===== src/rtl/mem_arb_pkg.sv =====
// Shared types and default widths for the memory port arbiter.
// Latency: n/a (types only).
// Backpressure: n/a (types only).
//
// state_e : arbiter FSM states
// owner_e : which requester holds the current memory access
package mem_arb_pkg;

   localparam int unsigned ADDR_W_DEF       = 32;
   localparam int unsigned DATA_W_DEF       = 32;
   localparam int unsigned STARVE_LIMIT_DEF = 4;
   localparam int unsigned TIMEOUT_DEF      = 16;

   typedef enum logic [1:0] {
      IDLE   = 2'd0,
      ACCESS = 2'd1,
      RESP   = 2'd2
   } state_e;

   typedef enum logic {
      OWN_IF = 1'b0,
      OWN_LS = 1'b1
   } owner_e;

endpackage


===== src/rtl/mem_port_arbiter.sv =====
// Shares one single-port memory between instruction fetch (IF) and load/store (LS).
// Latency: gnt same cycle as req in IDLE, mem_en from next cycle, rvalid one cycle after mem_ready (min 3 cycles/access).
// Backpressure: one access in flight; requests are only granted in IDLE, mem_ready stalls ACCESS up to TIMEOUT cycles.
//
// Ports: clk/rst_n (async active-low); if_req/if_addr -> if_gnt/if_rvalid/if_rdata;
//        ls_req/ls_we/ls_addr/ls_wdata -> ls_gnt/ls_rvalid/ls_rdata; bus_err qualifies rvalid;
//        mem_en/mem_we/mem_addr/mem_wdata -> memory, mem_rdata/mem_ready <- memory.
module mem_port_arbiter
   import mem_arb_pkg::*;
#(
   parameter int unsigned ADDR_W       = ADDR_W_DEF,
   parameter int unsigned DATA_W       = DATA_W_DEF,
   parameter int unsigned STARVE_LIMIT = STARVE_LIMIT_DEF,
   parameter int unsigned TIMEOUT      = TIMEOUT_DEF
) (
   input  logic              clk,
   input  logic              rst_n,
   input  logic              if_req,
   input  logic [ADDR_W-1:0] if_addr,
   output logic              if_gnt,
   output logic              if_rvalid,
   output logic [DATA_W-1:0] if_rdata,
   input  logic              ls_req,
   input  logic              ls_we,
   input  logic [ADDR_W-1:0] ls_addr,
   input  logic [DATA_W-1:0] ls_wdata,
   output logic              ls_gnt,
   output logic              ls_rvalid,
   output logic [DATA_W-1:0] ls_rdata,
   output logic              bus_err,
   output logic              mem_en,
   output logic              mem_we,
   output logic [ADDR_W-1:0] mem_addr,
   output logic [DATA_W-1:0] mem_wdata,
   input  logic [DATA_W-1:0] mem_rdata,
   input  logic              mem_ready
);

   localparam int unsigned SW = $clog2(STARVE_LIMIT + 1);
   localparam int unsigned TW = $clog2(TIMEOUT + 1);

   state_e            state_q;
   owner_e            owner_q;
   logic              we_q;
   logic              err_q;
   logic [ADDR_W-1:0] addr_q;
   logic [DATA_W-1:0] wdata_q;
   logic [DATA_W-1:0] if_rdata_q;
   logic [DATA_W-1:0] ls_rdata_q;
   logic [SW-1:0]     starve_cnt_q;
   logic [TW-1:0]     tmo_cnt_q;

   logic              if_gnt_d;
   logic              ls_gnt_d;
   logic [DATA_W-1:0] resp_data_d;

   // LS normally wins; once IF has been passed over STARVE_LIMIT times in a row it gets the slot.
   always_comb begin
      if_gnt_d = 1'b0;
      ls_gnt_d = 1'b0;
      if (state_q == IDLE) begin
         if (ls_req && !(if_req && (starve_cnt_q == SW'(STARVE_LIMIT)))) begin
            ls_gnt_d = 1'b1;
         end else if (if_req) begin
            if_gnt_d = 1'b1;
         end
      end
   end

   // Stores return zero data; a timed-out access also returns zero.
   always_comb begin
      resp_data_d = '0;
      if (mem_ready && !we_q) begin
         resp_data_d = mem_rdata;
      end
   end

   always_ff @(posedge clk or negedge rst_n) begin
      if (!rst_n) begin
         state_q      <= IDLE;
         owner_q      <= OWN_IF;
         we_q         <= 1'b0;
         err_q        <= 1'b0;
         addr_q       <= '0;
         wdata_q      <= '0;
         if_rdata_q   <= '0;
         ls_rdata_q   <= '0;
         starve_cnt_q <= '0;
         tmo_cnt_q    <= '0;
      end else begin
         unique case (state_q)
            IDLE: begin
               if (ls_gnt_d) begin
                  owner_q   <= OWN_LS;
                  we_q      <= ls_we;
                  addr_q    <= ls_addr;
                  wdata_q   <= ls_wdata;
                  err_q     <= 1'b0;
                  tmo_cnt_q <= '0;
                  state_q   <= ACCESS;
                  if (!if_req) begin
                     starve_cnt_q <= '0;
                  end else if (starve_cnt_q != SW'(STARVE_LIMIT)) begin
                     starve_cnt_q <= starve_cnt_q + SW'(1);
                  end
               end else if (if_gnt_d) begin
                  owner_q      <= OWN_IF;
                  we_q         <= 1'b0;
                  addr_q       <= if_addr;
                  wdata_q      <= '0;
                  err_q        <= 1'b0;
                  tmo_cnt_q    <= '0;
                  starve_cnt_q <= '0;
                  state_q      <= ACCESS;
               end
            end
            ACCESS: begin
               // tmo_cnt_q holds the number of ACCESS cycles already spent, so the
               // TIMEOUT-th cycle is tmo_cnt_q == TIMEOUT-1; ready on that cycle still succeeds.
               if (mem_ready || (tmo_cnt_q == TW'(TIMEOUT - 1))) begin
                  err_q   <= !mem_ready;
                  state_q <= RESP;
                  if (owner_q == OWN_LS) begin
                     ls_rdata_q <= resp_data_d;
                  end else begin
                     if_rdata_q <= resp_data_d;
                  end
               end else begin
                  tmo_cnt_q <= tmo_cnt_q + TW'(1);
               end
            end
            RESP: begin
               state_q <= IDLE;
            end
            default: begin
               state_q <= IDLE;
            end
         endcase
      end
   end

   // Grants are forced low while reset is held so every output reads 0 in reset.
   assign if_gnt    = if_gnt_d & rst_n;
   assign ls_gnt    = ls_gnt_d & rst_n;

   assign mem_en    = (state_q == ACCESS);
   assign mem_we    = mem_en & we_q;
   assign mem_addr  = mem_en ? addr_q  : '0;
   assign mem_wdata = mem_en ? wdata_q : '0;

   assign if_rvalid = (state_q == RESP) && (owner_q == OWN_IF);
   assign ls_rvalid = (state_q == RESP) && (owner_q == OWN_LS);
   assign bus_err   = (state_q == RESP) && err_q;
   assign if_rdata  = if_rdata_q;
   assign ls_rdata  = ls_rdata_q;

endmodule


===== config.mk =====
export PLATFORM = sky130hd
export DESIGN_NAME = mem_port_arbiter
export DESIGN_NICKNAME = d
export VERILOG_FILES = /design/src/rtl/mem_arb_pkg.sv /design/src/rtl/mem_port_arbiter.sv
export SDC_FILE = /design/constraint.sdc
export NUM_CORES = 1
export LEC_CHECK = 0
export BUFFER_PORTS_ARGS = -buffer_cell sky130_fd_sc_hd__buf_2
export CORE_MARGIN = 4
export CORE_UTILIZATION = 43
export DETAILED_ROUTE_END_ITERATION = 10
export PLACE_DENSITY = 0.76
export RECOVER_POWER = 50
export SYNTH_ARGS = -nofsm -noshare
export SYNTH_HDL_FRONTEND = slang
export SYNTH_SLANG_ARGS = --single-unit

===== constraint.sdc =====
create_clock -name clk -period 1.9 [get_ports clk]
set_input_delay 0.095 -clock clk [delete_from_list [all_inputs] [get_ports clk]]
set_output_delay 0.095 -clock clk [all_outputs]
set_load 0.03 [all_outputs]

# Yosys cells after proc, flatten, opt, wreduce, memory -nomap -nowiden
# Index checks and enable logic that the tools add are counted.
[word_totals]
reg_bits = 141
out_inout_bits = 135
elab_cells = 75
[op_classes]
n_addsub = 2
n_eq_ne = 9
muxes = 30
bitwise = 4
reduce_logical = 20
[op_table]
columns = ["operator", "count"]
rows = [
  ["2-to-1 mux 32 bit", 7],
  ["2-to-1 mux 5 bit", 3],
  ["AND reduction 3 bit", 5],
  ["2-to-1 mux 3 bit", 4],
  ["2-to-1 mux 1 bit", 10],
  ["one-hot mux 5 bit (2 select lines)", 1],
  ["logical AND 1 bit", 6],
  ["2-to-1 mux 2 bit", 3],
  ["inequality test 3 bit (second input constant)", 2],
  ["adder 5 x 1 -> 5 bit (second input constant)", 1],
  ["equality test 5 x 4 -> 1 bit (second input constant)", 1],
  ["one-hot mux 2 bit (2 select lines)", 1],
  ["AND reduction 2 bit", 2],
  ["nonzero test 2 bit", 2],
  ["adder 3 x 1 -> 3 bit (second input constant)", 1],
  ["AND 1 bit", 3],
  ["equality test 3 bit (second input constant)", 1],
  ["zero test 1 bit", 3],
  ["inequality test 3 x 2 -> 1 bit (second input constant)", 1],
  ["equality test 2 x 1 -> 1 bit (second input constant)", 1],
  ["equality test 2 bit (second input constant)", 1],
  ["zero test 2 bit", 1],
  ["inequality test 2 x 1 -> 1 bit (second input constant)", 1],
  ["inequality test 2 bit (second input constant)", 1],
  ["3 further kinds", 3],
]

# Logic depth before layout (Yosys ltp)
[depth]
word_depth = 9
depth_mapped = 9

# Least setup slack after synthesis
# OpenSTA, ideal clock, no wires.
[synth_timing]
path_kind = "reg-to-reg"
from = "register tmo_cnt_q[0]"
to = "register ls_rdata_q[25] (netlist: ls_rdata[25])"
setup_ps = 125
t_arrival_ps = 1881
setup_slack_ps = -106
path_stages_with_launch = 9
n_path_buf = 1
synth_period_minus_slack_ps = 2006
cell_sequence = "dfrtp_1 ha_1 and3_1 ha_1 nor2_1 nor2_1 nand2_1 buf_2 mux2_2"
[synth_between]
elab_chain_len = 3
[synth_lines]
columns = ["item", "line", "source"]
rows = [
  ["start: declaration", "mem_port_arbiter.sv:51", "logic [TW-1:0] tmo_cnt_q;"],
  ["start signal: assignment", "mem_port_arbiter.sv:129", "tmo_cnt_q <= tmo_cnt_q + TW'(1);"],
  ["equality test 5 x 4 -> 1 bit", "mem_port_arbiter.sv:120", "if (mem_ready || (tmo_cnt_q == TW'(TIMEOUT - 1))) begin"],
  ["logical OR 1 bit", "mem_port_arbiter.sv:120", ""],
  ["AND reduction 3 bit (no source line)", "--", ""],
  ["end signal: assignment", "mem_port_arbiter.sv:124", "ls_rdata_q <= resp_data_d;"],
  ["end: declaration", "mem_port_arbiter.sv:49", "logic [DATA_W-1:0] ls_rdata_q;"],
]
# Every way passes these cells.
# A chain may end at the register's enable or synchronous reset.

# Worst setup path in the final report
[layout_timing]
from = "register state_q[1]"
to = "output mem_wdata[6]"
[layout_between]
elab_chain_len = 2
[layout_lines]
columns = ["item", "line", "source"]
rows = [
  ["start: declaration", "mem_port_arbiter.sv:42", "state_e state_q;"],
  ["start signal: assignment", "mem_port_arbiter.sv:80", "state_q <= IDLE;"],
  ["start signal: assignment", "mem_port_arbiter.sv:100", "state_q <= ACCESS;"],
  ["start signal: assignment", "mem_port_arbiter.sv:114", "state_q <= ACCESS;"],
  ["equality test 2 x 1 -> 1 bit", "mem_port_arbiter.sv:146", "assign mem_en = (state_q == ACCESS);"],
  ["2-to-1 mux 32 bit", "mem_port_arbiter.sv:149", "assign mem_wdata = mem_en ? wdata_q : '0;"],
  ["end: declaration", "mem_port_arbiter.sv:34", "output logic [DATA_W-1:0] mem_wdata,"],
]
# Every way passes these cells.

==> impl_metrics.tcl <==
set metrics [dict create \
    track_usage_pct 28.17 \
    critPathSlowestCell "sky130_fd_sc_hd__dfrtp_2" \
    worst_hold_slack_ns 0.05454 \
    boundaryPins 269 \
    clkPwrFrac_pct 18.5 \
    die-width_um 129.6 \
    antenna_found_initial 0 \
    final_net_count 1186 \
    postPlaceCellArea_um2 8028 \
    worstPathCellList "nand2b_4 -> clkinvlp_4 -> buf_12 -> clkbuf_16 -> and2_4 -> buf_6" \
    leading_cell_types_in_the_layout_fill_and_taps_excluded "sky130_fd_sc_hd__buf_2, sky130_fd_sc_hd__nand2_1, sky130_fd_sc_hd__dfrtp_1, sky130_fd_sc_hd__dlygate4sd3_1, sky130_fd_sc_hd__o21ai_0" \
    clockRootBuffer "sky130_fd_sc_hd__clkbuf_16" \
    worstPathMaxFanout 8 \
    cell_pwr_density_nw_per_um2 1672 \
    grt_setup_unrepaired "yes" \
    pin_count_of_the_biggest_net_entering_global_routing 94 \
    avgRoutedWirePerCell_um 20.18 \
    worst_reg2reg_endpoint "tmo_cnt_q[1]" \
    synth-seq-area-share_pct 55.46 \
    htreeDepth 4 \
    clock_tree.buffer_depth 2 \
    clock_skew_ns 0.008960 \
    grt_first_pass_wirelength_mm 36.46 \
    power.ir.vdd_worst_mv 0.8957 \
    final_setup_fails 23 \
    fin_ws_ns -0.04570 \
    globalRouteOverflowTotal 0 \
    cts_tree "built" \
    async_reset_ff_share_pct 100.0 \
    gp_congestion 0.7821 \
    worstPathArrival_ns 1.85 \
    power.leakage_nw 5.278 \
    synth_edf_count 0 \
    drv_cap 0 \
    clk-insertion-delay-late_ns 0.42 \
    met1_wire_length_mm 9.093 \
    chipHeight_um 129.6 \
    library_cells_used_by_synthesis 32 \
    required_time_of_the_critical_path_ns 1.80 \
    worst_setup_path_end_kind "output pin" \
    grt_pass1_vias 6873 \
    detailedRoute.firstIterationViolations 359 \
    final_design_area_no_fill_um2 10600 \
    timing_worst_slew_pin_value_ns 1.172 \
    slew_violations 0 \
    outcome "complete, but fails checks" \
    timing_worst_setup_path_type "reg2out" \
    sort_of_element_at_the_start_of_the_critical_path "flip-flop" \
    cts_made_buffers 17 \
    swShare_pct 44.19 \
    min_path_type "in2reg" \
    hold_end "if_rdata[30]" \
    route.vias.total 6694 \
    avgSynthCellArea_um2 9.926 \
    comb_power_share_pct 51.8 \
    rows 44 \
    yosys.area.top_type "sky130_fd_sc_hd__dfrtp_1" \
    synth_fp_nets 779 \
    overall_die_area_um2 16810 \
    yosys.area.top_type_share_pct 55.46 \
    fin_crit_sh_pct 102.4 \
    worst_hold_path.num_cells 3 \
    timing.slew.headroom_pct 21.87 \
    p_switching_mw 7.833 \
    cts.clk_slew.worst_paths_ns 0.06 \
    ys.flop_type "sky130_fd_sc_hd__dfrtp_1" \
    routed_wl_mm 25.16 \
    met3_wirelength_mm 2.657 \
    synth.area.top_cells "sky130_fd_sc_hd__dfrtp_1, sky130_fd_sc_hd__nand2_1, sky130_fd_sc_hd__mux2i_1" \
    violated_checks "setup timing" \
    final_layout_size_suffix_gt1_share_pct 37.13 \
    synthesis.instances 641 \
    detailroute.wirelength.met2_mm 12.10 \
    clock-sinks 141 \
    floorplan.core_area_um2 14530 \
    power.sequential.fraction_pct 29.7 \
    post_synthesis_instance_area_um2 6362 \
    layout_min_cycle_time_ns 1.946 \
    placement.io_buffers 268 \
    remaining_drc_errors 0 \
    final-hold-violation-count 0 \
    r2r_slack_ns -0.03 \
    drt_pre_antenna_iters 5 \
    dpl.hpwl_mm 12.38 \
    ys.warnings.count 0 \
    fill_cells 938 \
    area_delta_synth_final_pct 66.63 \
    postRouteAntennaNets 0 \
    initial_utilization_pct 43.78 \
    ys_seq_elements 141 \
    slowest_delay_ns 0.43 \
    top_signal_layer_used "met4" \
    worst-r2r-cell-count 6 \
    routed_via_density 5.368 \
    fmax_mhz 514.0 \
    mostFrequentLayoutCell "sky130_fd_sc_hd__buf_2" \
    internal_power_contribution_mw 9.894 \
    r2r_start "tmo_cnt_q[1]" \
    hold_start "mem_rdata[30]" \
]
## flip-flops by register name, indices dropped and copies added, names as in the netlist
register	cells
we_q	1
starve_cnt_q	3
addr_q	32
tmo_cnt_q	5
ls_rdata	32
wdata_q	32
err_q	1
owner_q	1
state_q	2
if_rdata	32
## worst max path at each step
stage | from | end
after floorplan | tmo_cnt_q[0] | if_rdata[29]
after global placement | tmo_cnt_q[1] | tmo_cnt_q[2]
after detailed placement | tmo_cnt_q[1] | ls_rdata[6]
after CTS | state_q[1] | mem_addr[6]
after global routing | tmo_cnt_q[1] | tmo_cnt_q[2]
final | state_q[1] | mem_wdata[6]
## stage by stage
stage | setup TNS, ns | cells | setup WS (ns) | total power, mW | utilization [%]
global route | -2.463 | 1245 | -0.1023 | 18.54 | 72.91
floorplan | 0 | 641 | 0.0002001 | 9.801 | -
finish | -0.4549 | 1247 | -0.04570 | 17.73 | 72.94
detailed placement | -0.6826 | 1071 | -0.04706 | 12.10 | 55.23
CTS | -1.754 | 1236 | -0.04675 | 16.79 | 71.63
global placement | 0 | 1071 | 0.001168 | 11.93 | 55.23
## final cells by class
class | count | area [um^2] | area share [%]
Antenna cell | 2 | 5.005 | 0.04721
Multi-Input combinational cell | 430 | 2734 | 25.79
Inverter | 30 | 116.4 | 1.098
Clock buffer | 17 | 425.4 | 4.013
Sequential cell | 141 | 3531 | 33.31
Timing Repair Buffer | 428 | 3408 | 32.15
Tap cell | 184 | 230.2 | 2.172
Clock inverter | 15 | 151.4 | 1.428
## per-layer routing
layer / vias up / track usage (%)
li1: 2921 / -
met1: 3197 / 33.63
met2: 457 / 45.59
met3: 119 / 9.192
met4: 0 / 14.61
met5: - / 0
## worst max-delay path, delay by kind of cell (launching register included)
kind                   cells  cell delay (ns)
flip-flops                 1             0.43
buffers and inverters      4             0.66
AND/OR/NAND/NOR            2             0.34
## cell usage after synthesis, types with 2 or more instances
master / instances
sky130_fd_sc_hd__clkbuf_1: 19
sky130_fd_sc_hd__mux2_2: 15
sky130_fd_sc_hd__a21oi_1: 3
sky130_fd_sc_hd__nand2_1: 152
sky130_fd_sc_hd__buf_2: 19
sky130_fd_sc_hd__nand3_1: 2
sky130_fd_sc_hd__inv_1: 30
sky130_fd_sc_hd__ha_1: 4
sky130_fd_sc_hd__nor2_1: 6
sky130_fd_sc_hd__dfrtp_1: 141
sky130_fd_sc_hd__mux2i_1: 56
sky130_fd_sc_hd__nor3b_1: 2
sky130_fd_sc_hd__and3_1: 3
sky130_fd_sc_hd__mux2_4: 2
sky130_fd_sc_hd__and2_1: 74
sky130_fd_sc_hd__o21ai_0: 95
sky130_fd_sc_hd__buf_6: 2
sky130_fd_sc_hd__and3b_1: 2
## power groups by stage
stage / clock, mW / sequential (mW) / combinational (mW)
after floorplan: 0 / 6.12 / 3.68
after global placement: 0 / 5.06 / 6.87
after detailed placement: 0 / 5.08 / 7.02
after CTS: 3.31 / 5.07 / 8.41
after global routing: 3.47 / 5.37 / 9.70
final: 3.28 / 5.26 / 9.18
## timing repair
action	CTS	global route
pin swaps	3	7
setup endpoints to repair	101	131
resized for setup	142	70
gates cloned	3	2
hold endpoints to repair	256	0
setup buffers	8	9
hold buffers	122	0
## kinds of logic after synthesis
group           share of synthesized area [%]
xor+xnor                               0.1377
fa+ha+maj                              0.7867
flops                                   55.46
simple gates                            18.25
compound gates                          8.614
mux                                     11.94
buf+inv                                 4.818
(Power assumes the default switching activity.)
